$ cat src/rtl/hazard_ctrl_if.sv
// Signal bundle between the MIPS pipeline datapath and the hazard sequencer.
// The datapath side is the master; hazard_ctrl consumes it through the slave modport.
interface hazard_ctrl_if #(
  parameter int CNT_W = 16
);
  logic [31:0]      id_instru;
  logic [31:0]      ex_instru;
  logic [31:0]      ex_mem_instru;
  logic             c_ex_RegWrite;
  logic             c_ex_MemRead;
  logic             c_ex_mem_RegWrite;
  logic             c_ex_mem_MemRead;
  logic             branch_taken;
  logic             pc_write;
  logic             if_id_write;
  logic             id_ex_bubble;
  logic             if_id_flush;
  logic [CNT_W-1:0] stall_cnt;
  logic [CNT_W-1:0] flush_cnt;

  modport master (
    output id_instru, ex_instru, ex_mem_instru,
    output c_ex_RegWrite, c_ex_MemRead, c_ex_mem_RegWrite, c_ex_mem_MemRead,
    output branch_taken,
    input  pc_write, if_id_write, id_ex_bubble, if_id_flush, stall_cnt, flush_cnt
  );

  modport slave (
    input  id_instru, ex_instru, ex_mem_instru,
    input  c_ex_RegWrite, c_ex_MemRead, c_ex_mem_RegWrite, c_ex_mem_MemRead,
    input  branch_taken,
    output pc_write, if_id_write, id_ex_bubble, if_id_flush, stall_cnt, flush_cnt
  );
endinterface

$ cat src/rtl/hazard_ctrl.sv
// ID-stage hazard sequencer: load-use and ID-branch stalls, IF/ID flush on taken
// branch or jump, a RUN/HOLD FSM for two-cycle stalls, and saturating perf counters.
module hazard_ctrl #(
  parameter int         CNT_W  = 16,
  parameter logic [5:0] OP_LW  = 6'h23,
  parameter logic [5:0] OP_SW  = 6'h2B,
  parameter logic [5:0] OP_BEQ = 6'h04,
  parameter logic [5:0] OP_BNE = 6'h05,
  parameter logic [5:0] OP_J   = 6'h02
) (
  input  logic           clk,
  input  logic           rst_n,
  hazard_ctrl_if.slave   hz
);

  typedef enum logic {RUN = 1'b0, HOLD = 1'b1} state_t;

  state_t           state_q, state_d;
  logic [1:0]       rem_q, rem_d;
  logic [1:0]       need;
  logic             stall;
  logic [CNT_W-1:0] stall_cnt_q;
  logic [CNT_W-1:0] flush_cnt_q;

  function automatic logic [4:0] dest_of(input logic [31:0] ins);
    return (ins[31:26] == 6'h00) ? ins[15:11] : ins[20:16];
  endfunction

  function automatic logic [CNT_W-1:0] sat_inc(input logic [CNT_W-1:0] v);
    return (&v) ? v : v + 1'b1;
  endfunction

  logic [5:0] id_op;
  logic [4:0] id_rs, id_rt, ex_dest, exm_dest;
  logic       rt_src, is_br, ex_hit, exm_hit;

  assign id_op    = hz.id_instru[31:26];
  assign id_rs    = hz.id_instru[25:21];
  assign id_rt    = hz.id_instru[20:16];
  assign ex_dest  = dest_of(hz.ex_instru);
  assign exm_dest = dest_of(hz.ex_mem_instru);
  assign rt_src   = (id_op == 6'h00) || (id_op == OP_SW) || (id_op == OP_BEQ) || (id_op == OP_BNE);
  assign is_br    = (id_op == OP_BEQ) || (id_op == OP_BNE);
  assign ex_hit   = (ex_dest != 5'd0) && ((ex_dest == id_rs) || (rt_src && ex_dest == id_rt));
  assign exm_hit  = (exm_dest != 5'd0) && ((exm_dest == id_rs) || (rt_src && exm_dest == id_rt));

  // Fields irrelevant to hazard detection; gathered so they are visibly consumed.
  logic unused_bits;
  assign unused_bits = ^{OP_LW, hz.id_instru[15:0], hz.ex_instru[25:21], hz.ex_instru[10:0],
                         hz.ex_mem_instru[25:21], hz.ex_mem_instru[10:0]};

  always_comb begin
    need = 2'd0;
    if (is_br && hz.c_ex_RegWrite && ex_hit && hz.c_ex_MemRead)
      need = 2'd2;
    else if ((hz.c_ex_MemRead && ex_hit) ||
             (is_br && hz.c_ex_RegWrite && ex_hit) ||
             (is_br && hz.c_ex_mem_MemRead && hz.c_ex_mem_RegWrite && exm_hit))
      need = 2'd1;
  end

  always_ff @(posedge clk or negedge rst_n) begin
    if (!rst_n) begin
      state_q <= RUN;
      rem_q   <= 2'd0;
    end else begin
      state_q <= state_d;
      rem_q   <= rem_d;
    end
  end

  always_comb begin
    state_d = state_q;
    rem_d   = rem_q;
    case (state_q)
      RUN: begin
        if (need == 2'd2) begin
          state_d = HOLD;
          rem_d   = 2'd1;
        end
      end
      HOLD: begin
        rem_d = rem_q - 2'd1;
        if (rem_q == 2'd1) state_d = RUN;
      end
      default: state_d = RUN;
    endcase
  end

  // Outputs are forced to free-running values while reset is held.
  always_comb begin
    stall = 1'b0;
    if (rst_n) stall = (state_q == HOLD) || (need != 2'd0);
  end

  assign hz.pc_write     = ~stall;
  assign hz.if_id_write  = ~stall;
  assign hz.id_ex_bubble = stall;
  assign hz.if_id_flush  = rst_n && !stall && (hz.branch_taken || id_op == OP_J);

  always_ff @(posedge clk or negedge rst_n) begin
    if (!rst_n) begin
      stall_cnt_q <= '0;
      flush_cnt_q <= '0;
    end else begin
      if (stall)          stall_cnt_q <= sat_inc(stall_cnt_q);
      if (hz.if_id_flush) flush_cnt_q <= sat_inc(flush_cnt_q);
    end
  end

  assign hz.stall_cnt = stall_cnt_q;
  assign hz.flush_cnt = flush_cnt_q;

endmodule
$ cat src/flat_wrapper.sv
// flat-port wrapper written by rule: the top's interface ports become plain ports
module hazard_ctrl_flat 
#(
  parameter int         CNT_W  = 16,
  parameter logic [5:0] OP_LW  = 6'h23,
  parameter logic [5:0] OP_SW  = 6'h2B,
  parameter logic [5:0] OP_BEQ = 6'h04,
  parameter logic [5:0] OP_BNE = 6'h05,
  parameter logic [5:0] OP_J   = 6'h02
)
  (clk, rst_n, hz_id_instru, hz_ex_instru, hz_ex_mem_instru, hz_c_ex_RegWrite, hz_c_ex_MemRead, hz_c_ex_mem_RegWrite, hz_c_ex_mem_MemRead, hz_branch_taken, hz_pc_write, hz_if_id_write, hz_id_ex_bubble, hz_if_id_flush, hz_stall_cnt, hz_flush_cnt);
  hazard_ctrl_if #(.CNT_W(CNT_W)) hz_i ();
  input  logic clk;
  input  logic rst_n;
  input wire logic [$bits(hz_i.id_instru)-1:0] hz_id_instru;
  input wire logic [$bits(hz_i.ex_instru)-1:0] hz_ex_instru;
  input wire logic [$bits(hz_i.ex_mem_instru)-1:0] hz_ex_mem_instru;
  input wire logic [$bits(hz_i.c_ex_RegWrite)-1:0] hz_c_ex_RegWrite;
  input wire logic [$bits(hz_i.c_ex_MemRead)-1:0] hz_c_ex_MemRead;
  input wire logic [$bits(hz_i.c_ex_mem_RegWrite)-1:0] hz_c_ex_mem_RegWrite;
  input wire logic [$bits(hz_i.c_ex_mem_MemRead)-1:0] hz_c_ex_mem_MemRead;
  input wire logic [$bits(hz_i.branch_taken)-1:0] hz_branch_taken;
  output wire logic [$bits(hz_i.pc_write)-1:0] hz_pc_write;
  output wire logic [$bits(hz_i.if_id_write)-1:0] hz_if_id_write;
  output wire logic [$bits(hz_i.id_ex_bubble)-1:0] hz_id_ex_bubble;
  output wire logic [$bits(hz_i.if_id_flush)-1:0] hz_if_id_flush;
  output wire logic [$bits(hz_i.stall_cnt)-1:0] hz_stall_cnt;
  output wire logic [$bits(hz_i.flush_cnt)-1:0] hz_flush_cnt;
  assign hz_i.id_instru = hz_id_instru;
  assign hz_i.ex_instru = hz_ex_instru;
  assign hz_i.ex_mem_instru = hz_ex_mem_instru;
  assign hz_i.c_ex_RegWrite = hz_c_ex_RegWrite;
  assign hz_i.c_ex_MemRead = hz_c_ex_MemRead;
  assign hz_i.c_ex_mem_RegWrite = hz_c_ex_mem_RegWrite;
  assign hz_i.c_ex_mem_MemRead = hz_c_ex_mem_MemRead;
  assign hz_i.branch_taken = hz_branch_taken;
  assign hz_pc_write = hz_i.pc_write;
  assign hz_if_id_write = hz_i.if_id_write;
  assign hz_id_ex_bubble = hz_i.id_ex_bubble;
  assign hz_if_id_flush = hz_i.if_id_flush;
  assign hz_stall_cnt = hz_i.stall_cnt;
  assign hz_flush_cnt = hz_i.flush_cnt;
  hazard_ctrl #(.CNT_W(CNT_W), .OP_LW(OP_LW), .OP_SW(OP_SW), .OP_BEQ(OP_BEQ), .OP_BNE(OP_BNE), .OP_J(OP_J)) u_core (.clk(clk), .rst_n(rst_n), .hz(hz_i));
endmodule
$ cat config.mk
export PLATFORM = sky130hd
export DESIGN_NAME = hazard_ctrl_flat
export DESIGN_NICKNAME = d
export VERILOG_FILES = /design/src/rtl/hazard_ctrl_if.sv /design/src/rtl/hazard_ctrl.sv /design/src/flat_wrapper.sv
export SDC_FILE = /design/constraint.sdc
export NUM_CORES = 1
export LEC_CHECK = 0
export CORE_MARGIN = 10
export CORE_UTILIZATION = 39
export CTS_CLUSTER_SIZE = 20
export DETAILED_ROUTE_END_ITERATION = 10
export GPL_TIMING_DRIVEN = 0
export PLACE_DENSITY = 0.81
export SLEW_MARGIN = 0
export SYNTH_ARGS = -nofsm -noshare
export SYNTH_HDL_FRONTEND = slang
export SYNTH_SLANG_ARGS = --single-unit
$ cat constraint.sdc
create_clock -name clk -period 3.8 [get_ports clk]
set_clock_uncertainty 0.05 [all_clocks]
set_input_delay 0.38 -clock clk [delete_from_list [all_inputs] [get_ports clk]]
set_output_delay 0.38 -clock clk [all_outputs]
set_load 0.02 [all_outputs]
Word level (Yosys, flattened, before mapping)

Index checks and enable logic that the tools add are counted.

Word-level logic and storage cells: 66
Output and inout bits: 36
Flip-flop bits (word level): 35

Bitwise operators: 4
$add $sub $neg: 3
Muxes and demuxes: 10
Reductions and logical operators: 34
Equal/unequal tests: 11

Operators with widths:

| kind                  | count |
|---|---|
| $add 16x1->16 const B | 2 |
| $reduce_and 16->1     | 2 |
| $eq 5x5->1            | 4 |
| $logic_not 6->1       | 3 |
| $logic_and 1x1->1     | 13 |
| $eq 6x3->1 const B    | 2 |
| $logic_or 1x1->1      | 10 |
| $mux 5                | 2 |
| $reduce_bool 5->1     | 2 |
| $eq 6x2->1 const B    | 1 |
| $eq 6x6->1 const B    | 1 |
| $mux 1                | 4 |
| $mux 2                | 2 |
| $not 1->1             | 4 |
| $pmux 2 s2            | 1 |
| $reduce_and 2->1      | 2 |
| $eq 2x1->1 const B    | 1 |
| $eq 2x2->1 const B    | 1 |
| $ne 2x1->1 const B    | 1 |
| $pmux 1 s2            | 1 |
| $reduce_bool 2->1     | 1 |
| $sub 2x1->2 const B   | 1 |
| $logic_not 1->1       | 1 |

Depth between registers and ports, before layout

Word-level depth: 19
Depth in mapped cells: 10
Gate-level depth less buffers: 9

Worst setup path before layout

OpenSTA, ideal clock, no wires.

Path kind: input to output
From: input hz_id_instru[27]
To: output hz_id_ex_bubble
Stages: 9
Data required time: 3.370 ns
Slack: 0.604 ns
Data arrival time: 2.766 ns
Cell sequence: or4_1 -> o32a_1 -> a211o_1 -> or4_1 -> o31ai_2 -> a221o_2 -> buf_6 -> nand2_1 -> inv_1

Word-level cells in the longest chain between the ends: 15
Elaborated cells between the ends (all ways): 28
Classes of those cells: eq/ne (3); mux (3); reduce/logical (22)

Ends and longest elaborated chain:

| element                                       | RTL line                                                | RTL |
|---|---|---|
| start: declaration                            | flat_wrapper.sv:15                                      | `input wire logic [$bits(hz_i.id_instru)-1:0] hz_id_instru;` |
| $eq 6x6->1 or $logic_not 6->1 (tied branches) | hazard_ctrl.sv:42                                       | `assign rt_src = (id_op == 6'h00) \|\| (id_op == OP_SW) \|\| (id_op == OP_BEQ) \|\| (id_op == OP_BNE);` |
| $logic_or 1x1->1 (3 in a row)                 | hazard_ctrl.sv:42                                       |  |
| $logic_and 1x1->1                             | hazard_ctrl.sv:44                                       | `assign ex_hit = (ex_dest != 5'd0) && ((ex_dest == id_rs) \|\| (rt_src && ex_dest == id_rt));` |
| $logic_or 1x1->1                              | hazard_ctrl.sv:44                                       |  |
| $logic_and 1x1->1                             | hazard_ctrl.sv:44                                       |  |
| $logic_and 1x1->1 (on tied branches)          | hazard_ctrl.sv:56, hazard_ctrl.sv:54, hazard_ctrl.sv:57 |  |
| $logic_or 1x1->1                              | hazard_ctrl.sv:56                                       | `else if ((hz.c_ex_MemRead && ex_hit) \|\|` |
| $logic_or 1x1->1                              | hazard_ctrl.sv:57                                       | `(is_br && hz.c_ex_RegWrite && ex_hit) \|\|` |
| $mux 1                                        | hazard_ctrl.sv:56                                       |  |
| $mux 2 (*)                                    | hazard_ctrl.sv:54                                       | `if (is_br && hz.c_ex_RegWrite && ex_hit && hz.c_ex_MemRead)` |
| $reduce_bool 2->1 (*)                         | hazard_ctrl.sv:93                                       | `if (rst_n) stall = (state_q == HOLD) \|\| (need != 2'd0);` |
| $logic_or 1x1->1 (*)                          | hazard_ctrl.sv:93                                       |  |
| $mux 1 (*)                                    | hazard_ctrl.sv:93                                       |  |
| end: declaration                              | flat_wrapper.sv:25                                      | `output wire logic [$bits(hz_i.id_ex_bubble)-1:0] hz_id_ex_bubble;` |

Mark *: on every way between the ends. The rest lies on a longest branch, timed or not.

Worst setup path after layout

From: input hz_id_instru[27]
To: output hz_if_id_write

Word-level cells in the longest chain between the ends: 16
Elaborated cells between the ends (all ways): 29
Classes of those cells: eq/ne (3); mux (3); bitwise (1); reduce/logical (22)

Ends and longest elaborated chain:

| element                                       | RTL line                                                | RTL |
|---|---|---|
| $eq 6x6->1 or $logic_not 6->1 (tied branches) | hazard_ctrl.sv:42                                       |  |
| $logic_or 1x1->1 (3 in a row)                 | hazard_ctrl.sv:42                                       |  |
| $logic_and 1x1->1                             | hazard_ctrl.sv:44                                       |  |
| $logic_or 1x1->1                              | hazard_ctrl.sv:44                                       |  |
| $logic_and 1x1->1                             | hazard_ctrl.sv:44                                       |  |
| $logic_and 1x1->1 (on tied branches)          | hazard_ctrl.sv:56, hazard_ctrl.sv:54, hazard_ctrl.sv:57 |  |
| $logic_or 1x1->1                              | hazard_ctrl.sv:56                                       |  |
| $logic_or 1x1->1                              | hazard_ctrl.sv:57                                       |  |
| $mux 1                                        | hazard_ctrl.sv:56                                       |  |
| $mux 2 (*)                                    | hazard_ctrl.sv:54                                       |  |
| $reduce_bool 2->1 (*)                         | hazard_ctrl.sv:93                                       |  |
| $logic_or 1x1->1 (*)                          | hazard_ctrl.sv:93                                       |  |
| $mux 1 (*)                                    | hazard_ctrl.sv:93                                       |  |
| $not 1->1 (*)                                 | hazard_ctrl.sv:97                                       | `assign hz.if_id_write = ~stall;` |
| end: declaration                              | flat_wrapper.sv:24                                      | `output wire logic [$bits(hz_i.if_id_write)-1:0] hz_if_id_write;` |

Marks and branches as above.

==> reports/metrics.sh <==
STATUS='finished clean'
HOLD_PATH_CLASS='in2async'
GRT_USAGE=0.143
DRTITER0DRC=124
INTPOWER_uW=764
WORST_HOLD_CHECK_SLACK_NS=0.135
POSTCTSHOLDBUFS=0
POST_SYNTHESIS_INSTANCE_TOTAL=281
FINAL-HOLD-VIOLATION-COUNT=0
INITIAL_UTILIZATION=0.398
AREA_GROWTH_SYN_TO_LAYOUT_PCT=44.1
NUMPORTBUFFERS=90
DIE_HEIGHT_UM=100
CTS_BUFFER_DEPTH=2
BOUNDARYPINS=139
SYNTHTOPCELLSBYAREA='sky130_fd_sc_hd__dfrtp_1, sky130_fd_sc_hd__xnor2_1, sky130_fd_sc_hd__xor2_1, sky130_fd_sc_hd__nor2_1, sky130_fd_sc_hd__nand3_1'
FLOORPLAN.DIE.WIDTH_UM=100
NUMBER_OF_ANTENNA_VIOLATIONS_AT_THE_FIRST_CHECK_IN_GLOBAL_ROUTING=0
FINAL_CELL_MIX='sky130_fd_sc_hd__clkdlybuf4s50_1, sky130_fd_sc_hd__dfrtp_1, sky130_fd_sc_hd__xnor2_1'
YOSYSSEQAREASHARE=0.350
FIN_CRIT_SH=0.961
POWER.SHARE.CLOCK=0.239
PLACE_HPWL_MM=5.89
SYN_AREA_PER_CELL_SQ_UM=8.90
FIRST_GLOBAL_VIAS=2591
MOSTFREQUENTLAYOUTCELL='sky130_fd_sc_hd__clkdlybuf4s50_1'
CRIT-REG2REG-LAUNCH='u_core.hz.flush_cnt[0]'
CRITICAL_PATH.ENDPOINT_TYPE='output port'
LAYOUT-DRIVE-GT1-SHARE=0.0892
FINAL_NET_COUNT=487
CTS_HTREE_LEVELS=2
POWER_SWITCHING_SHARE=0.320
SLEW-LIMIT-HEADROOM=0.463
TIMING.CRITICAL_PATH.ARRIVAL_NS=3.22
CTS_TREE='built'
GRT_FIRST_PASS_WIRELENGTH_MM=12.1
WORSTREGTOREGCELLS=9
GRT_MAX_DEGREE=37
FP-ROW-COUNT=29
CORE_SQ_UM=6280
REPORT.FINAL.SETUP_VIOL=0
DETAIL_ROUTE.WL_PER_CELL_UM=15.6
FINAL_CORE_UTILIZATION=0.574
CRITICAL_PATH.REG2REG.ENDPOINT='u_core.hz.flush_cnt[15]'
WL_FINAL_MM=7.14
LAYOUT_FILLERS=545
FF2FF_SETUP_SLACK_NS=1.43
POWER.COMBINATIONAL.FRACTION=0.333
DRT_DRC_VIOLATIONS_LEFT=0
SYNTHDOMINANTCELLAREASHARE=0.350
WORST-PATH-MAX-FANOUT=3
WORST-ENDPOINT-REQUIRED_NS=3.37
PATH_CLASS='in2out'
VIAS=2428
DESIGN.DIE.AREA_SQ_UM=10000
NUMCTSBUFFERS=5
VIASPERCELL=5.30
REPORT.POWER.TOTAL_uW=1120
GLOBALROUTE.TOTALOVERFLOW=0
P_SW_uW=359
FINALCRITICALPERIOD_NS=3.65
CLK_ROOT_BUFFER_CELL='sky130_fd_sc_hd__clkbuf_8'
ANTENNA_VIOLATING_NETS_POST_ROUTE=0
SYNTH-MAIN-FF-CELL='sky130_fd_sc_hd__dfrtp_1'
POST_SYNTH_INSTANCE_AREA_SQ_UM=2500
YS_ASYNC_SR_FRACTION=1.00
POWERDENSITY_nW_PER_UM2=312
LEAKAGE_uW=0.00155
TRITONCTS_NUM_SINKS=35
INSERTEDDIODECOUNT=0
POWER.SEQUENTIAL.FRACTION=0.428
INSERTION_DELAY_NS=0.28
YS_TYPES=51
SYNTHESIS.YOSYS.WARNINGS=0
FINALWEIGHTEDCONGESTION=0.937
TIGHTESTPINTRANSITION_NS=0.805
DRTPASS1ITERATIONS=5
FMAXACHIEVABLE_MHz=274
IR_DROP_uV=320
SYN_NETS=387
REPORT.FINAL.SLEW_VIOL_COUNT=0
MAX_CAP_VIOL_COUNT=0
TIMING.CRITICAL_PATH.FROM_TYPE='input pin'
SYNTH-SEQ-CELLS=35
CLK_TRANSITION_REPORTED_PATHS_NS=0.07
SYNTH-EDFF-COUNT=0
SYNTHDOMINANTAREACELLTYPE='sky130_fd_sc_hd__dfrtp_1'
==> synth_stat cells (all sizes together) (9+ instances only) <==
library cell / instances
nand2: 22
nand3: 22
nor2: 24
inv: 16
and3: 12
nand4: 13
dfrtp: 35
nor3: 9
xor2: 20
xnor2: 27
nor4: 9
==> cell type report <==
type                       count  area (sq um)  share of cell area
timing repair buffer          93           903               0.251
multi-input combinational    223          1520               0.422
clock inverter                 1          5.00             0.00139
clock buffer                   6          82.6              0.0229
sequential                    35           876               0.243
tap                           77          96.3              0.0267
buffer                         7          58.8              0.0163
inverter                      16          60.1              0.0167
==> per-stage QoR <==
stage,cells,TNS [ns],area (sq um),setup slack [ns]
after floorplan,281,0,2500,0.604
after global routing,458,-0.0237,3600,-0.0195
after global placement,448,-1.88,3500,-0.404
after detailed placement,448,-1.56,3490,-0.454
after CTS,458,0,3610,0.0179
final,458,0,3600,0.149
==> flip-flops by register name, summed over array words and instances (netlist names) <==
signal and cells:
u_core.rem_q 2, u_core.state_q 1, u_core.hz.stall_cnt 16, u_core.hz.flush_cnt 16
==> worst max-delay path by stage <==
stage | startpoint | end | depth (start not counted)
after floorplan | hz_id_instru[27] | hz_id_ex_bubble | 9
after global placement | hz_id_instru[27] | hz_id_ex_bubble | 11
after detailed placement | hz_ex_instru[27] | hz_id_ex_bubble | 11
after CTS | hz_id_instru[27] | hz_if_id_flush | 11
after global routing | hz_ex_instru[27] | hz_if_id_write | 10
final | hz_id_instru[27] | hz_if_id_write | 10
==> power groups by stage <==
stage	sequential (uW)	combinational (uW)	clock (uW)
after floorplan	526	126	0
after global placement	485	368	0
after detailed placement	488	376	0
after CTS	482	377	275
after global routing	492	405	292
final	481	373	269
==> cells by family (layout without fill, tap and decap cells) <==
logic type,after synthesis,in the layout,share of synthesized area
xor gates and xnor gates,47,47,0.165
muxes,7,7,0.0295
and+or+nand+nor,133,133,0.292
DFF,35,35,0.350
buffers and inverters,23,123,0.0475
adders and majority gates,3,3,0.0150
AOI/OAI and AO/OA,33,33,0.102
==> critical path, cell delays in order <==
cell,delay (ns)
sky130_fd_sc_hd__clkdlybuf4s50_1,0.43
sky130_fd_sc_hd__or4_1,0.52
sky130_fd_sc_hd__o32a_1,0.18
sky130_fd_sc_hd__a211o_1,0.22
sky130_fd_sc_hd__or4_4,0.49
sky130_fd_sc_hd__o31ai_4,0.27
sky130_fd_sc_hd__a221o_2,0.21
sky130_fd_sc_hd__buf_6,0.11
sky130_fd_sc_hd__nand2_1,0.09
sky130_fd_sc_hd__clkdlybuf4s15_1,0.32
==> layer usage <==
layer | wire length, um | global-route usage
met3 | 774 | 0.0728
met2 | 3230 | 0.231
met4 | 79 | 0.0326
met5 | 0 | 0
met1 | 3060 | 0.165
==> timing repair <==
action                                 4_1_cts  5_1_grt
pin swaps                                    2        2
setup buffers                                3        0
resized for setup                           10        6
endpoints found under the hold margin        0        0
cloned                                       0        0
setup endpoints to repair                    4        4
Power figures use the tool's default switching activity.
==> RTL change 1 (same flow settings) <==
`CNT_W` is set to 16 in 3 places; all go to 12.
--- a/src/rtl/hazard_ctrl_if.sv
+++ b/src/rtl/hazard_ctrl_if.sv
@@ -1,7 +1,7 @@
 // Signal bundle between the MIPS pipeline datapath and the hazard sequencer.
 // The datapath side is the master; hazard_ctrl consumes it through the slave modport.
 interface hazard_ctrl_if #(
-  parameter int CNT_W = 16
+  parameter int CNT_W = 12
 );
   logic [31:0]      id_instru;
   logic [31:0]      ex_instru;
--- a/src/rtl/hazard_ctrl.sv
+++ b/src/rtl/hazard_ctrl.sv
@@ -1,7 +1,7 @@
 // ID-stage hazard sequencer: load-use and ID-branch stalls, IF/ID flush on taken
 // branch or jump, a RUN/HOLD FSM for two-cycle stalls, and saturating perf counters.
 module hazard_ctrl #(
-  parameter int         CNT_W  = 16,
+  parameter int         CNT_W  = 12,
   parameter logic [5:0] OP_LW  = 6'h23,
   parameter logic [5:0] OP_SW  = 6'h2B,
   parameter logic [5:0] OP_BEQ = 6'h04,
--- a/src/flat_wrapper.sv
+++ b/src/flat_wrapper.sv
@@ -1,7 +1,7 @@
 // flat-port wrapper written by rule: the top's interface ports become plain ports
 module hazard_ctrl_flat 
 #(
-  parameter int         CNT_W  = 16,
+  parameter int         CNT_W  = 12,
   parameter logic [5:0] OP_LW  = 6'h23,
   parameter logic [5:0] OP_SW  = 6'h2B,
   parameter logic [5:0] OP_BEQ = 6'h04,
Interface: changed (resized hz_flush_cnt and hz_stall_cnt); port bits go from 139 to 131. No check against the original RTL was run, so the function may have changed too.
==> RTL change 1 against the original RTL <==
Setup slack improved by 26 ps; utilization increased by 2.4 points; die area is 11% lower; worst hold slack got worse by 61 ps; synthesized area fell by 14%; total power down 13%; final area decreased by 13%; wire length decreased by 15%; via count is 18% lower; sequential cell count decreased by 8.
==> RTL change 1: results (changes against the original RTL) <==
stage	metric	value	unit	change
logic_synthesis	register area share after synthesis	0.315		-0.0357
clocking	H-tree depth	1		-1
setup_path	slowest cell delay on critical path	550	ps	+30 ps
power_and_ir_drop	P_leak	1.34	nW	-13%
grt	global-route wire length before repair	10100	um	-17%
logic_synthesis	commonest cells in the synthesized netlist	dfrtp_1 (27), xnor2_1 (22), xor2_1 (19)		
cells_and_area	filler cell count	470		-14%
setup_path	CP arrival	3190	ps	-30 ps
timing	min Tclk post-route	3620	ps	-25.9 ps
timing	Worst Hold Slack	74.0	ps	-61.0 ps
setup_path	r2r setup slk	1780	ps	+350 ps
grt	vias in the first global route	2086		-19%
route	DRT Pass-1 Iters	4		-1
logic_synthesis	complex-gate fraction of the synthesized area	0.101		-0.000794
route	wire length per cell	15.6	um	+0.20%
cells_and_area	Nets	424		-13%
route	met3 wire length	323	um	-58%
logic_synthesis	mux share of post-synthesis cell area	0.0582		+0.0287
outcome	run status	completed		
clocking	Reg clk slew, reported paths	90	ps	+20 ps
setup_path	crit-path max FO	10		+7
placement	dpl hpwl	5110	um	-13%
cells_and_area	Finished Layout Cells	387		-16%
logic_synthesis	area share of xor/xnor cells in the synthesized design	0.175		+0.0101
placement	placed cells	380		-15%
route	wire length on met2	3130	um	-3.2%
placement	DP Worst Slack	-155	ps	+299 ps
logic_synthesis	Synth Area in Adders	0.0175		+0.00246
placement	GPL Wtd Cong	0.886		-5.5%
route	Initial DRC Count	60		-52%
grt	largest net degree at the start of global routing	29		-22%
timing	Slew HR	0.583		+0.120
## RTL change 1: cell count changes after synthesis, sizes merged, moves of 3 or more
cell / unedited run / this run
nor4: 9 / 5
nand4: 13 / 7
nand2b: 0 / 9
nor3: 9 / 12
nor2: 24 / 15
inv: 16 / 8
nand2: 22 / 16
nand3: 22 / 11
dfrtp: 35 / 27
and3: 12 / 3
xnor2: 27 / 23
## RTL change 1: metal layers
layer | vias to the layer above | global-route usage
met1 | 941 | 0.161
met3 | 6 | 0.0416
met2 | 42 | 0.243
met5 | - | 0
met4 | 0 | 0.0177
li1 | 1004 | -
## RTL change 1: timing repair
action / CTS / global route
resized for setup: 2 / 4
hold buffers: 0 / 0
cloned: 0 / 0
pin swaps: 3 / 1
setup buffers: 2 / 1
endpoints found under the setup margin: 3 / 4
## RTL change 1: cell type report
cell class	instances	area share
multi-input combinational	188	0.449
clock buffer	3	0.0132
buffer	5	0.0148
sequential	27	0.216
inverter	8	0.00958
clock inverter	1	0.00160
tap	70	0.0279
timing repair buffer	85	0.268
## RTL change 1: per-stage QoR
| step | util | power, mW |
|---|---|---|
| 6_report | 0.598 | 0.974 |
| 5_1_grt | 0.598 | 1.04 |
| 4_1_cts | 0.595 | 0.988 |
| 3_5_place_dp | 0.584 | 0.826 |
| 3_3_place_gp | 0.584 | 0.814 |
| 2_1_floorplan | - | 0.609 |
## RTL change 1: where the power goes
| part | internal, mW | leakage (nW) | switching, mW |
|---|---|---|---|
| registers | 0.342 | 0.354 | 0.0604 |
| logic | 0.225 | 0.965 | 0.190 |
| clock network | 0.0732 | 0.0255 | 0.0836 |
==> RTL change 2 (config.mk and constraints unchanged) <==
Without the edit above. Reset style: synchronous (`rst_n`), changed in 2 clocked blocks.
--- a/src/rtl/hazard_ctrl.sv
+++ b/src/rtl/hazard_ctrl.sv
@@ -59,7 +59,7 @@
       need = 2'd1;
   end
 
-  always_ff @(posedge clk or negedge rst_n) begin
+  always_ff @(posedge clk) begin
     if (!rst_n) begin
       state_q <= RUN;
       rem_q   <= 2'd0;
@@ -98,7 +98,7 @@
   assign hz.id_ex_bubble = stall;
   assign hz.if_id_flush  = rst_n && !stall && (hz.branch_taken || id_op == OP_J);
 
-  always_ff @(posedge clk or negedge rst_n) begin
+  always_ff @(posedge clk) begin
     if (!rst_n) begin
       stall_cnt_q <= '0;
       flush_cnt_q <= '0;
Behaviour: differs if rst_n is asserted again (counterexample within 4 cycles, from zero or initial values and one cycle with rst_n low); with rst_n held inactive, the same outputs for 10 cycles.
==> RTL change 2 against the original RTL <==
Final area is 4.5% higher; setup slack better by 58 ps; non-clock buffer count is 8 higher; synthesized cell count is 19% higher; wire length is 23% higher; global-route usage is 2.9 points higher; first-iteration DRC count is 38% higher; synthesized area is 6.0% higher; sequential cell count stayed put; critical path type unchanged; largest cell class unchanged.
Power is not compared: it rests on default switching activity, and its combinational part moved more than twofold at a synthesized area within 25%.
==> RTL change 2: results (changes against the original RTL) <==
stage	metric	value	unit	change
outcome	run status	completed		
cells_and_area	filler cell count	605		+11%
cells_and_area	Nets	537		+10%
cells_and_area	multi-input logic area	0.00185	mm^2	+22%
placement	dpl cell area	0.00365	mm^2	+4.4%
placement	GPL Wtd Cong	0.883		-5.8%
clocking	cts repair resizes	6		-4
setup_path	crit-path max FO	19		+16
timing	measured slew at the worst slew-check pin	531	ps	-274 ps
placement	placed cells	500		+12%
route	Initial DRC Count	171		+38%
route	wire length on met2	4460	um	+38%
timing	Worst Hold Slack	443	ps	+308 ps
cells_and_area	Multi-input comb cells	269		+21%
cells_and_area	Signal buf overhead	0.263		-0.00447
timing	Final WS setup	208	ps	+58.4 ps
setup_path	R2R Path End	u_core.hz.stall_cnt[15]		
cells_and_area	Area Growth Syn to Fin	42.0	%	
grt	largest net degree at the start of global routing	12		-68%
logic_synthesis	commonest cells in the synthesized netlist	dfxtp_1 (35), nand2_1 (32), nand3_1 (25)		
cells_and_area	Non-CTS inverters	12		-4
logic_synthesis	Mapped Cells	333		+19%
logic_synthesis	register area share after synthesis	0.264		-0.0859
route	via count	2958		+22%
hold_path	hold crit path type	reg2reg		
die	Die X	102	um	+2.4%
route	vias per inst	5.81		+9.6%
cells_and_area	layout cell share with drive strength beyond 1	0.0972		+0.00798
[RTL change 2: worst max-delay path, stage by stage]
cell             delay (ps)
clkdlybuf4s50_1         440
or3_4                   360
nor3b_4                 300
o2111ai_2               170
a2111oi_2               350
nand4_1                 180
and3b_2                 260
and2_4                  160
buf_8                   140
nor2_4                   80
inv_1                    60
buf_4                   120
buf_2                   150
[RTL change 2: power by group]
part	internal [mW]	switching (mW)	leakage, nW	total (mW)
sequential	0.368	0.00265	0.282	0.371
clock	0.128	0.143	0.0412	0.271
combinational	0.0881	0.0825	0.976	0.171
[RTL change 2: kinds of logic (layout without fill, tap and decap cells)]
kind of cell | count (synthesis) | in the layout | synth area share
and+or+nand+nor | 161 | 161 | 0.353
AOI/OAI and AO/OA | 73 | 73 | 0.203
DFF | 35 | 35 | 0.264
buffers and inverters | 29 | 128 | 0.0486
muxes | 18 | 18 | 0.0708
xor gates and xnor gates | 14 | 14 | 0.0462
adders and majority gates | 3 | 3 | 0.0142
